File: config.mk
export PLATFORM = sky130hd
export DESIGN_NAME = nibble_serial_add_seq
export DESIGN_NICKNAME = d
export VERILOG_FILES = /design/src/rtl/nibble_serial_add_seq.sv
export SDC_FILE = /design/constraint.sdc
export NUM_CORES = 1
export LEC_CHECK = 0
export CORE_MARGIN = 1
export CORE_UTILIZATION = 33
export CTS_BUF_LIST = sky130_fd_sc_hd__clkbuf_16
export DETAILED_ROUTE_END_ITERATION = 7
export SLEW_MARGIN = 20
export SYNTH_ARGS = -nofsm -noshare
export SYNTH_HDL_FRONTEND = slang
export SYNTH_SLANG_ARGS = --single-unit
export TNS_END_PERCENT = 100
File: constraint.sdc
create_clock -name clk -period 2 [get_ports clk]
set_input_delay 0.4 -clock clk [delete_from_list [all_inputs] [get_ports clk]]
set_output_delay 0.4 -clock clk [all_outputs]
set_load 0.01 [all_outputs]
File: src/rtl/nibble_serial_add_seq.sv
// Sequencer that adds WIDTH-bit operands nibble by nibble through one external 4-bit adder slice.
// Optional subtraction support is enabled by defining NSA_SUB_EN (adds the in_sub input).
module nibble_serial_add_seq #(
  parameter int WIDTH = 16
) (
  input  logic             clk,
  input  logic             rst,
  input  logic             in_valid,
  output logic             in_ready,
  input  logic [WIDTH-1:0] in_a,
  input  logic [WIDTH-1:0] in_b,
  input  logic             in_cin,
`ifdef NSA_SUB_EN
  input  logic             in_sub,
`endif
  output logic             out_valid,
  input  logic             out_ready,
  output logic [WIDTH-1:0] out_sum,
  output logic             out_cout,
  output logic             busy,
  output logic [3:0]       add_a,
  output logic [3:0]       add_b,
  output logic             add_cin,
  input  logic [3:0]       add_s,
  input  logic             add_cout
);

  localparam int NIB  = WIDTH / 4;
  localparam int IDXW = (NIB > 1) ? $clog2(NIB) : 1;
  localparam logic [IDXW-1:0] LAST = IDXW'(NIB - 1);

  generate
    if ((WIDTH < 4) || (WIDTH % 4 != 0)) begin : g_bad_width
      $error("nibble_serial_add_seq: WIDTH must be a multiple of 4 and >= 4");
    end
  endgenerate

  typedef enum logic [1:0] {IDLE, RUN, DONE} state_t;

  state_t            state_q, state_d;
  logic [IDXW-1:0]   idx_q, idx_d;
  logic              carry_q, carry_d;
  logic [WIDTH-1:0]  a_q, a_d;
  logic [WIDTH-1:0]  b_q, b_d;
  logic [WIDTH-1:0]  sum_q, sum_d;
  logic              cout_q, cout_d;

  always_comb begin
    state_d = state_q;
    idx_d   = idx_q;
    carry_d = carry_q;
    a_d     = a_q;
    b_d     = b_q;
    sum_d   = sum_q;
    cout_d  = cout_q;
    add_a   = 4'h0;
    add_b   = 4'h0;
    add_cin = 1'b0;
    case (state_q)
      IDLE: begin
        if (in_valid) begin
          a_d     = in_a;
          b_d     = in_b;
          carry_d = in_cin;
`ifdef NSA_SUB_EN
          // A - B computed as A + ~B + 1; carry out high means no borrow
          if (in_sub) begin
            b_d     = ~in_b;
            carry_d = 1'b1;
          end
`endif
          idx_d   = '0;
          state_d = RUN;
        end
      end
      RUN: begin
        add_a   = a_q[4*idx_q +: 4];
        add_b   = b_q[4*idx_q +: 4];
        add_cin = carry_q;
        sum_d[4*idx_q +: 4] = add_s;
        carry_d = add_cout;
        if (idx_q == LAST) begin
          cout_d  = add_cout;
          idx_d   = '0;
          state_d = DONE;
        end else begin
          idx_d = idx_q + IDXW'(1);
        end
      end
      DONE: begin
        if (out_ready) state_d = IDLE;
      end
      default: state_d = IDLE;
    endcase
  end

  always_ff @(posedge clk) begin
    if (rst) begin
      state_q <= IDLE;
      idx_q   <= '0;
      carry_q <= 1'b0;
      a_q     <= '0;
      b_q     <= '0;
      sum_q   <= '0;
      cout_q  <= 1'b0;
    end else begin
      state_q <= state_d;
      idx_q   <= idx_d;
      carry_q <= carry_d;
      a_q     <= a_d;
      b_q     <= b_d;
      sum_q   <= sum_d;
      cout_q  <= cout_d;
    end
  end

  assign in_ready  = (state_q == IDLE) && !rst;
  assign out_valid = (state_q == DONE);
  assign busy      = (state_q == RUN) || (state_q == DONE);
  assign out_sum   = sum_q;
  assign out_cout  = cout_q;

endmodule
* After elaboration in Yosys (flattened, before gate mapping)
Index checks and enable logic that the tools add are counted.
** Operators by class
- $add $sub $neg :: 2
- Equal/unequal tests :: 6
- Shift operators :: 4
- Mux-type cells :: 13
- Reduce and logical (&&, ||, !) cells :: 9
** Operator list (count)
- 4-bit negator with 34-bit output :: 1
- 4-bit by 34-bit variable shift with 16-bit output, first input constant :: 1
- 4-bit by 34-bit variable part select with 16-bit output :: 1
- 16-bit by 5-bit variable part select with 4-bit output :: 2
- 16-bit bitwise mux :: 1
- 2-bit 2-to-1 mux :: 5
- 4-bit 2-to-1 mux :: 2
- 2-bit case mux with 3 select lines :: 1
- 2-bit AND reduction :: 3
- 2-bit equality test, second input constant :: 2
- 2-bit inequality test, second input constant :: 2
- 2-bit case mux with 2 select lines :: 1
- 3-bit AND reduction :: 1
- 2-bit by 1-bit adder with 2-bit output, second input constant :: 1
- 2-bit by 1-bit equality test with 1-bit output, second input constant :: 1
- 2-bit zero test :: 1
- 1-bit 2-to-1 mux :: 2
- 2-bit by 1-bit inequality test with 1-bit output, second input constant :: 1
- 1-bit case mux with 2 select lines :: 1
- 2-bit nonzero test :: 1
- 1-bit logical AND :: 1
- 1-bit zero test :: 1
- 1-bit logical OR :: 1
** Word-level totals
- Bits in registers :: 54
- Bits of input ports :: 42
- Output and inout bits :: 29

* Longest topological paths before layout
Gate-level depths: netlist (run 1).
- Word-level depth :: 3
- Gate-level depth with buffers :: 8
- Depth with buffers taken out :: 5

* Worst setup path before layout (run 1)
Ideal clock, no wire load.
- Path type :: register to register
- From :: reg idx_q[1]
- To :: reg sum_q[12], in the netlist out_sum[12]
- Library setup time :: 70 ps
- Arrival time :: 1696 ps
- Required time :: 1930 ps
- Slack :: 234 ps
- Stages on the path, launching flop included :: 8
- Period minus slack after synthesis :: 1766 ps
- Path through :: dfxtp_1 clkbuf_1 inv_1 ha_1 clkbuf_1 nor3b_4 nand4b_1 a21oi_1
** Between the ends
- Cells in the longest elaborated chain, start to end :: 3
** Ends and longest elaborated chain
- start: declaration :: RTL line 41 : logic [IDXW-1:0] idx_q, idx_d;
- start signal: assignment :: RTL line 108 : idx_q <= idx_d;
- 4-bit negator with 34-bit output * :: RTL line 80 : sum_d[4*idx_q +: 4] = add_s;
- 4-bit by 34-bit variable part select with 16-bit output / 4-bit by 34-bit variable shift with 16-bit output (equally long branches) :: RTL line 80
- 16-bit bitwise mux * :: RTL line 80
- end signal: assignment :: RTL line 112 : sum_q <= sum_d;
- end: declaration :: RTL line 45 : logic [WIDTH-1:0] sum_q, sum_d;
Every way passes the cells marked *; elsewhere a longest branch is shown, timed or not.
A chain may end at the register's enable or synchronous reset.

* Worst setup path in the final report (run 1)
- From :: reg idx_q[0]
- To :: out add_b[1]
** Between the ends
- Cells in the longest elaborated chain, start to end :: 2
** Ends and longest elaborated chain
- 16-bit by 5-bit variable part select with 4-bit output :: RTL line 78 : add_b = b_q[4*idx_q +: 4];
- 4-bit 2-to-1 mux :: RTL line 59 : case (state_q)
- end: declaration :: RTL line 22 : output logic [3:0] add_b,
No other way between the ends.

==> impl_metrics.env, run 1 <==
export IMPL_crit_fanout=3
export IMPL_status="completed"
export IMPL_synthArstFlopShare_pct=0
export IMPL_setup_ws_ns=0.00443
export IMPL_cts_sinks=54
export IMPL_viasPerCell=4.73
export IMPL_final_layout_size_suffix_gt1_share_pct=14.6
export IMPL_swShare_pct=32.1
export IMPL_hold_viol_final=0
export IMPL_crit_chain="buf_6 -> buf_12 -> mux4_2 -> and2_4 -> buf_6"
export IMPL_antenna_left=0
export IMPL_synth_most_common_cell="nand2_1"
export IMPL_finalPower_mw=3.57
export IMPL_grt_overflow=0
export IMPL_syn_nets=330
export IMPL_grt_pass1_vias=1977
export IMPL_wl_per_cell_um=12.8
export IMPL_start_util_pct=35.0
export IMPL_netlist_instances=279
export IMPL_synth_seq_area_share_pct=44.3
export IMPL_dieArea_mm2=0.00774
export IMPL_clockRootBuffer="clkbuf_16"
export IMPL_wl_um=5710
export IMPL_yosys_area_top_type="dfxtp_1"
export IMPL_p_comb_share_pct=39.9
export IMPL_hold_ws_ns=0.449
export IMPL_post_route_period_util_pct=99.8
export IMPL_grt_start_max_net_pins=56
export IMPL_ys_warn_count=0
export IMPL_io_pins=71
export IMPL_fin_crit_ns=2.00
export IMPL_cp_start_kind="flop"
export IMPL_drtPass1Iterations=4
export IMPL_die_h_um=88.0
export IMPL_crit_family="multiplexers"
export IMPL_drt_iter0_drc=79
export IMPL_p_leak_nw=1.30
export IMPL_crit_buf_inv=3
export IMPL_drc_errors=0
export IMPL_placed_area_mm2=0.00324
export IMPL_synth_edf_count=0
export IMPL_synth_area_leaders="dfxtp_1, nand2_1, a21oi_1"
export IMPL_cp_end_kind="primary output"
export IMPL_synth_avg_cell_area_um2=8.75
export IMPL_core_area_mm2=0.00698
export IMPL_pre_cts_slack_ns=-0.0751
export IMPL_ys_ff_latch=54
export IMPL_p_sw_mw=1.15
export IMPL_p_int_mw=2.42
export IMPL_slew_viol_final=0
export IMPL_drv_cap=0
export IMPL_hold_class="reg -> reg"
export IMPL_slew_headroom_pct=61.8
export IMPL_clkTransAtPathRegs_ns=0.07
export IMPL_num_vias=2108
export IMPL_critical_path_max_stage_delay_ns=0.48
export IMPL_seq_power_share_pct=36.8
export IMPL_cp_slowest_cell="mux4_2"
export IMPL_n_antenna_cell=0
export IMPL_vdd_drop_max_mv=0.494
export IMPL_skew_ns=0.00644
export IMPL_cts_tree="yes"
export IMPL_synth_top_area_share_pct=44.3
export IMPL_cpMostUsedCell="buf_6"
export IMPL_die_w_um=88.0
export IMPL_clkPwrFrac_pct=23.3
export IMPL_syn_area_mm2=0.00244
export IMPL_clock_fmax_mhz=501
export IMPL_grt_antenna_before_repair=0
export IMPL_setup_viol=0
export IMPL_synthFlopType="dfxtp_1"
export IMPL_stdcell_area_mm2=0.00348
export IMPL_powerDensity_mw_per_mm2=1030
export IMPL_htree_levels=2
export IMPL_rows=30
export IMPL_track_usage_pct=15.2
export IMPL_rsz0062_at_grt="yes"
export IMPL_numCtsBuffers=5
export IMPL_grt_pass1_wl_um=9090
export IMPL_yosys_top_cells_count="nand2_1, dfxtp_1, a21oi_1"
export IMPL_worstMarginPinSlew_ns=0.572
export IMPL_synth_distinct_cells=27
export IMPL_routabilityCongestion=0.709
export IMPL_dpl_hpwl_um=3980
export IMPL_critPathKind="reg -> out"
export IMPL_arrival_ns=1.60
export IMPL_crit_required_ns=1.60
export IMPL_port_buffers=70
export IMPL_insertion_delay_ns=0.29
export IMPL_fin_nets=400
export IMPL_syn2layout_area_growth_pct=42.4
export IMPL_cts_buffer_depth=2
[area by class of cell]
type | instances | area [um2]
clock buffers | 5 | 125
clock inverters | 3 | 16.3
fillers | 701 | 3500
inverters | 6 | 22.5
multi-input cells | 199 | 1280
flip-flops and latches | 54 | 1080
well taps | 96 | 120
repair buffers | 83 | 827
[final timing paths]
path                    from           to  slack [ns]  cells past startpoint
setup reg to reg    idx_q[0]  out_sum[10]        0.16                      8
hold / removal    out_sum[3]   out_sum[3]        0.45                      2
setup / recovery    idx_q[0]     add_b[1]       0.004                      5
hold reg to reg   out_sum[3]   out_sum[3]        0.45                      2
[through the flow]
stage | TNS (ns) | util (%) | std cells
6_report | 0 | 49.8 | 446
3_3_place_gp | -0.149 | 46.4 | 435
3_5_place_dp | -0.234 | 46.4 | 435
2_1_floorplan | 0 | - | 279
5_1_grt | -0.293 | 49.8 | 446
4_1_cts | -0.0440 | 49.1 | 446
[logic make-up after synthesis]
logic type	count (synthesis)	synth area share [%]
simple gates	125	24.4
compound gates	54	12.4
flops	54	44.3
buf+inv	26	5.23
mux	11	9.12
fa+ha+maj	9	4.61
[state kept, by name (all words and copies together) (netlist names)]
signal	flops
out_sum	16
state_q	2
out_cout	1
b_q	16
idx_q	2
carry_q	1
a_q	16
[cell usage in the layout, fill, tap and decap left out, types with 6 or more instances in the layout]
cell,instances
nand4_1,8
nand2_1,84
nor2_1,9
buf_4,8
a32oi_1,6
and2_1,8
dfxtp_1,52
clkdlybuf4s50_1,59
mux4_2,7
a21oi_1,46
buf_2,6
[per-layer routing]
metal  up-vias  global-route usage, %  share of wire, %
met5         -                      0                 0
met4         0                   4.47               1.2
met3         6                   2.92               4.7
met2        58                   25.8                45
met1       956                   19.7                49
li1       1088                      -                 -
[tightest hold or removal path: stages, from the launching register on]
cell and delay (ns):
dfxtp_1 0.31, nand2_1 0.05, a21oi_1 0.05
[what timing repair did]
item	4_1_cts	5_1_grt
gates cloned	1	0
pin swaps	3	1
buffers inserted	2	0
setup endpoints to repair	10	22
resized for setup	46	10
hold buffers	0	0
[power by group through the flow]
stage	clock, mW	combinational, mW	sequential [mW]
floorplan	0	0.816	1.32
global placement	0	1.22	1.32
detailed placement	0	1.25	1.32
CTS	0.860	1.39	1.31
global route	0.895	1.56	1.33
finish	0.831	1.43	1.31
No activity file was read; power rests on OpenSTA's default activity.
==> run 2: changes to the inputs <==
--- a/config.mk
+++ b/config.mk
@@ -9,6 +9,7 @@
 export CORE_UTILIZATION = 33
 export CTS_BUF_LIST = sky130_fd_sc_hd__clkbuf_16
 export DETAILED_ROUTE_END_ITERATION = 7
+export PLACE_DENSITY_LB_ADDON = 0.1
 export SLEW_MARGIN = 20
 export SYNTH_ARGS = -nofsm -noshare
 export SYNTH_HDL_FRONTEND = slang
==> impl_metrics.env, run 2 (synthesis results as in run 1) <==
export IMPL_skew_ns=0.00511
export IMPL_setup_ws_ns=0.0452
export IMPL_routabilityCongestion=0.703
export IMPL_cts_tree="yes"
export IMPL_dieArea_mm2=0.00774
export IMPL_antenna_left=0
export IMPL_critPathKind="reg -> out"
export IMPL_io_pins=71
export IMPL_drc_errors=0
export IMPL_clkTransAtPathRegs_ns=0.07
export IMPL_num_vias=2126
export IMPL_port_buffers=70
export IMPL_clock_fmax_mhz=512
export IMPL_crit_required_ns=1.60
export IMPL_cts_buffer_depth=2
export IMPL_finalPower_mw=3.62
export IMPL_grt_overflow=0
export IMPL_cp_end_kind="primary output"
export IMPL_hold_viol_final=0
export IMPL_holdBufCountCts=0
export IMPL_fin_crit_ns=1.95
export IMPL_insertion_delay_ns=0.28
export IMPL_viasPerCell=4.80
export IMPL_vdd_drop_max_mv=0.522
export IMPL_worst_hold_startpoint="out_sum[3]"
export IMPL_critPathLaunch="idx_q[0]"
export IMPL_cts_sinks=54
export IMPL_die_h_um=88.0
export IMPL_seq_power_share_pct=36.5
export IMPL_clkPwrFrac_pct=26.3
export IMPL_slew_headroom_pct=61.4
export IMPL_swShare_pct=31.5
export IMPL_numCtsBuffers=5
export IMPL_drt_iter0_drc=91
export IMPL_mostFrequentLayoutCell="nand2_1"
export IMPL_drtPass1Iterations=4
export IMPL_start_util_pct=35.0
export IMPL_crit_fanout=4
export IMPL_fin_cells=443
export IMPL_grt_pass1_wl_um=9760
export IMPL_hold_class="reg -> reg"
export IMPL_arrival_ns=1.55
export IMPL_wl_um=5890
export IMPL_grt_antenna_before_repair=0
export IMPL_powerDensity_mw_per_mm2=1050
export IMPL_n_antenna_cell=0
export IMPL_wl_per_cell_um=13.3
export IMPL_core_area_mm2=0.00698
export IMPL_status="completed"
export IMPL_grt_start_max_net_pins=56
export IMPL_rows=30
export IMPL_htree_levels=2
export IMPL_fin_tns_setup_ns=0
export IMPL_pre_cts_slack_ns=-0.0840
export IMPL_layout_common_cells="nand2_1, clkdlybuf4s50_1, dfxtp_1"
export IMPL_fin_nets=398
export IMPL_p_sw_mw=1.14
export IMPL_reg2reg_from="idx_q[0]"
export IMPL_drv_cap=0
export IMPL_post_route_period_util_pct=97.7
export IMPL_dpl_hpwl_um=3880
export IMPL_utilization_pct=49.4
export IMPL_die_w_um=88.0
export IMPL_grt_pass1_vias=1966
export IMPL_setup_viol=0
export IMPL_p_leak_nw=1.28
export IMPL_cp_start_kind="flop"
export IMPL_worstMarginPinSlew_ns=0.579
export IMPL_slew_viol_final=0
export IMPL_track_usage_pct=16.3
export IMPL_p_int_mw=2.48
export IMPL_p_comb_share_pct=37.2
export IMPL_final_layout_size_suffix_gt1_share_pct=14.1
export IMPL_clockRootBuffer="clkbuf_16"
export IMPL_syn2layout_area_growth_pct=41.4
export IMPL_stdcell_area_mm2=0.00345
export IMPL_dp_cells=435
export IMPL_placed_area_mm2=0.00326
export IMPL_hold_ws_ns=0.451
export IMPL_rsz0062_at_grt="yes"
-- run 2: repair_timing --
action | 4_1_cts | 5_1_grt
setup endpoints to repair | 10 | 21
setup buffers | 1 | 0
pin swaps | 4 | 6
gates cloned | 1 | 0
gates resized for setup | 48 | 7
-- run 2: power by group through the flow --
stage               sequential (mW)  combinational, mW  clock [mW]
finish                         1.32               1.35       0.952
global route                   1.34               1.50        1.02
CTS                            1.32               1.37       0.982
detailed placement             1.33               1.29           0
global placement               1.32               1.29           0
floorplan                      1.32              0.816           0
-- run 2: path summary, 6_finish.rpt --
| kind | endpoint | slack, ns | cells after the start |
|---|---|---|---|
| min | out_sum[3] | 0.45 | 2 |
| max | add_b[1] | 0.05 | 4 |
| min reg2reg | out_sum[3] | 0.45 | 2 |
| max reg2reg | out_sum[8] | 0.17 | 7 |
-- run 2: layout make-up --
| cell class | count | area, um2 |
|---|---|---|
| fill | 691 | 3530 |
| multi-input combinational | 199 | 1260 |
| sequential | 54 | 1090 |
| timing repair buffer | 81 | 805 |
| clock buffer | 5 | 125 |
| tap | 96 | 120 |
| clock inverter | 2 | 33.8 |
| inverter | 6 | 22.5 |
-- run 2: critical path, stage by stage, from the launching register on --
cell,delay (ns)
dfxtp_4,0.37
buf_12,0.12
mux4_2,0.48
and2_1,0.16
buf_2,0.13
-- run 2: metal layers --
layer / part of all wire (%) / global-route usage [%] / vias up
li1: - / - / 1084
met1: 49 / 22.9 / 999
met2: 46 / 25.6 / 41
met3: 4.7 / 3.77 / 2
met4: 0.56 / 3.58 / 0
met5: 0 / 0 / -
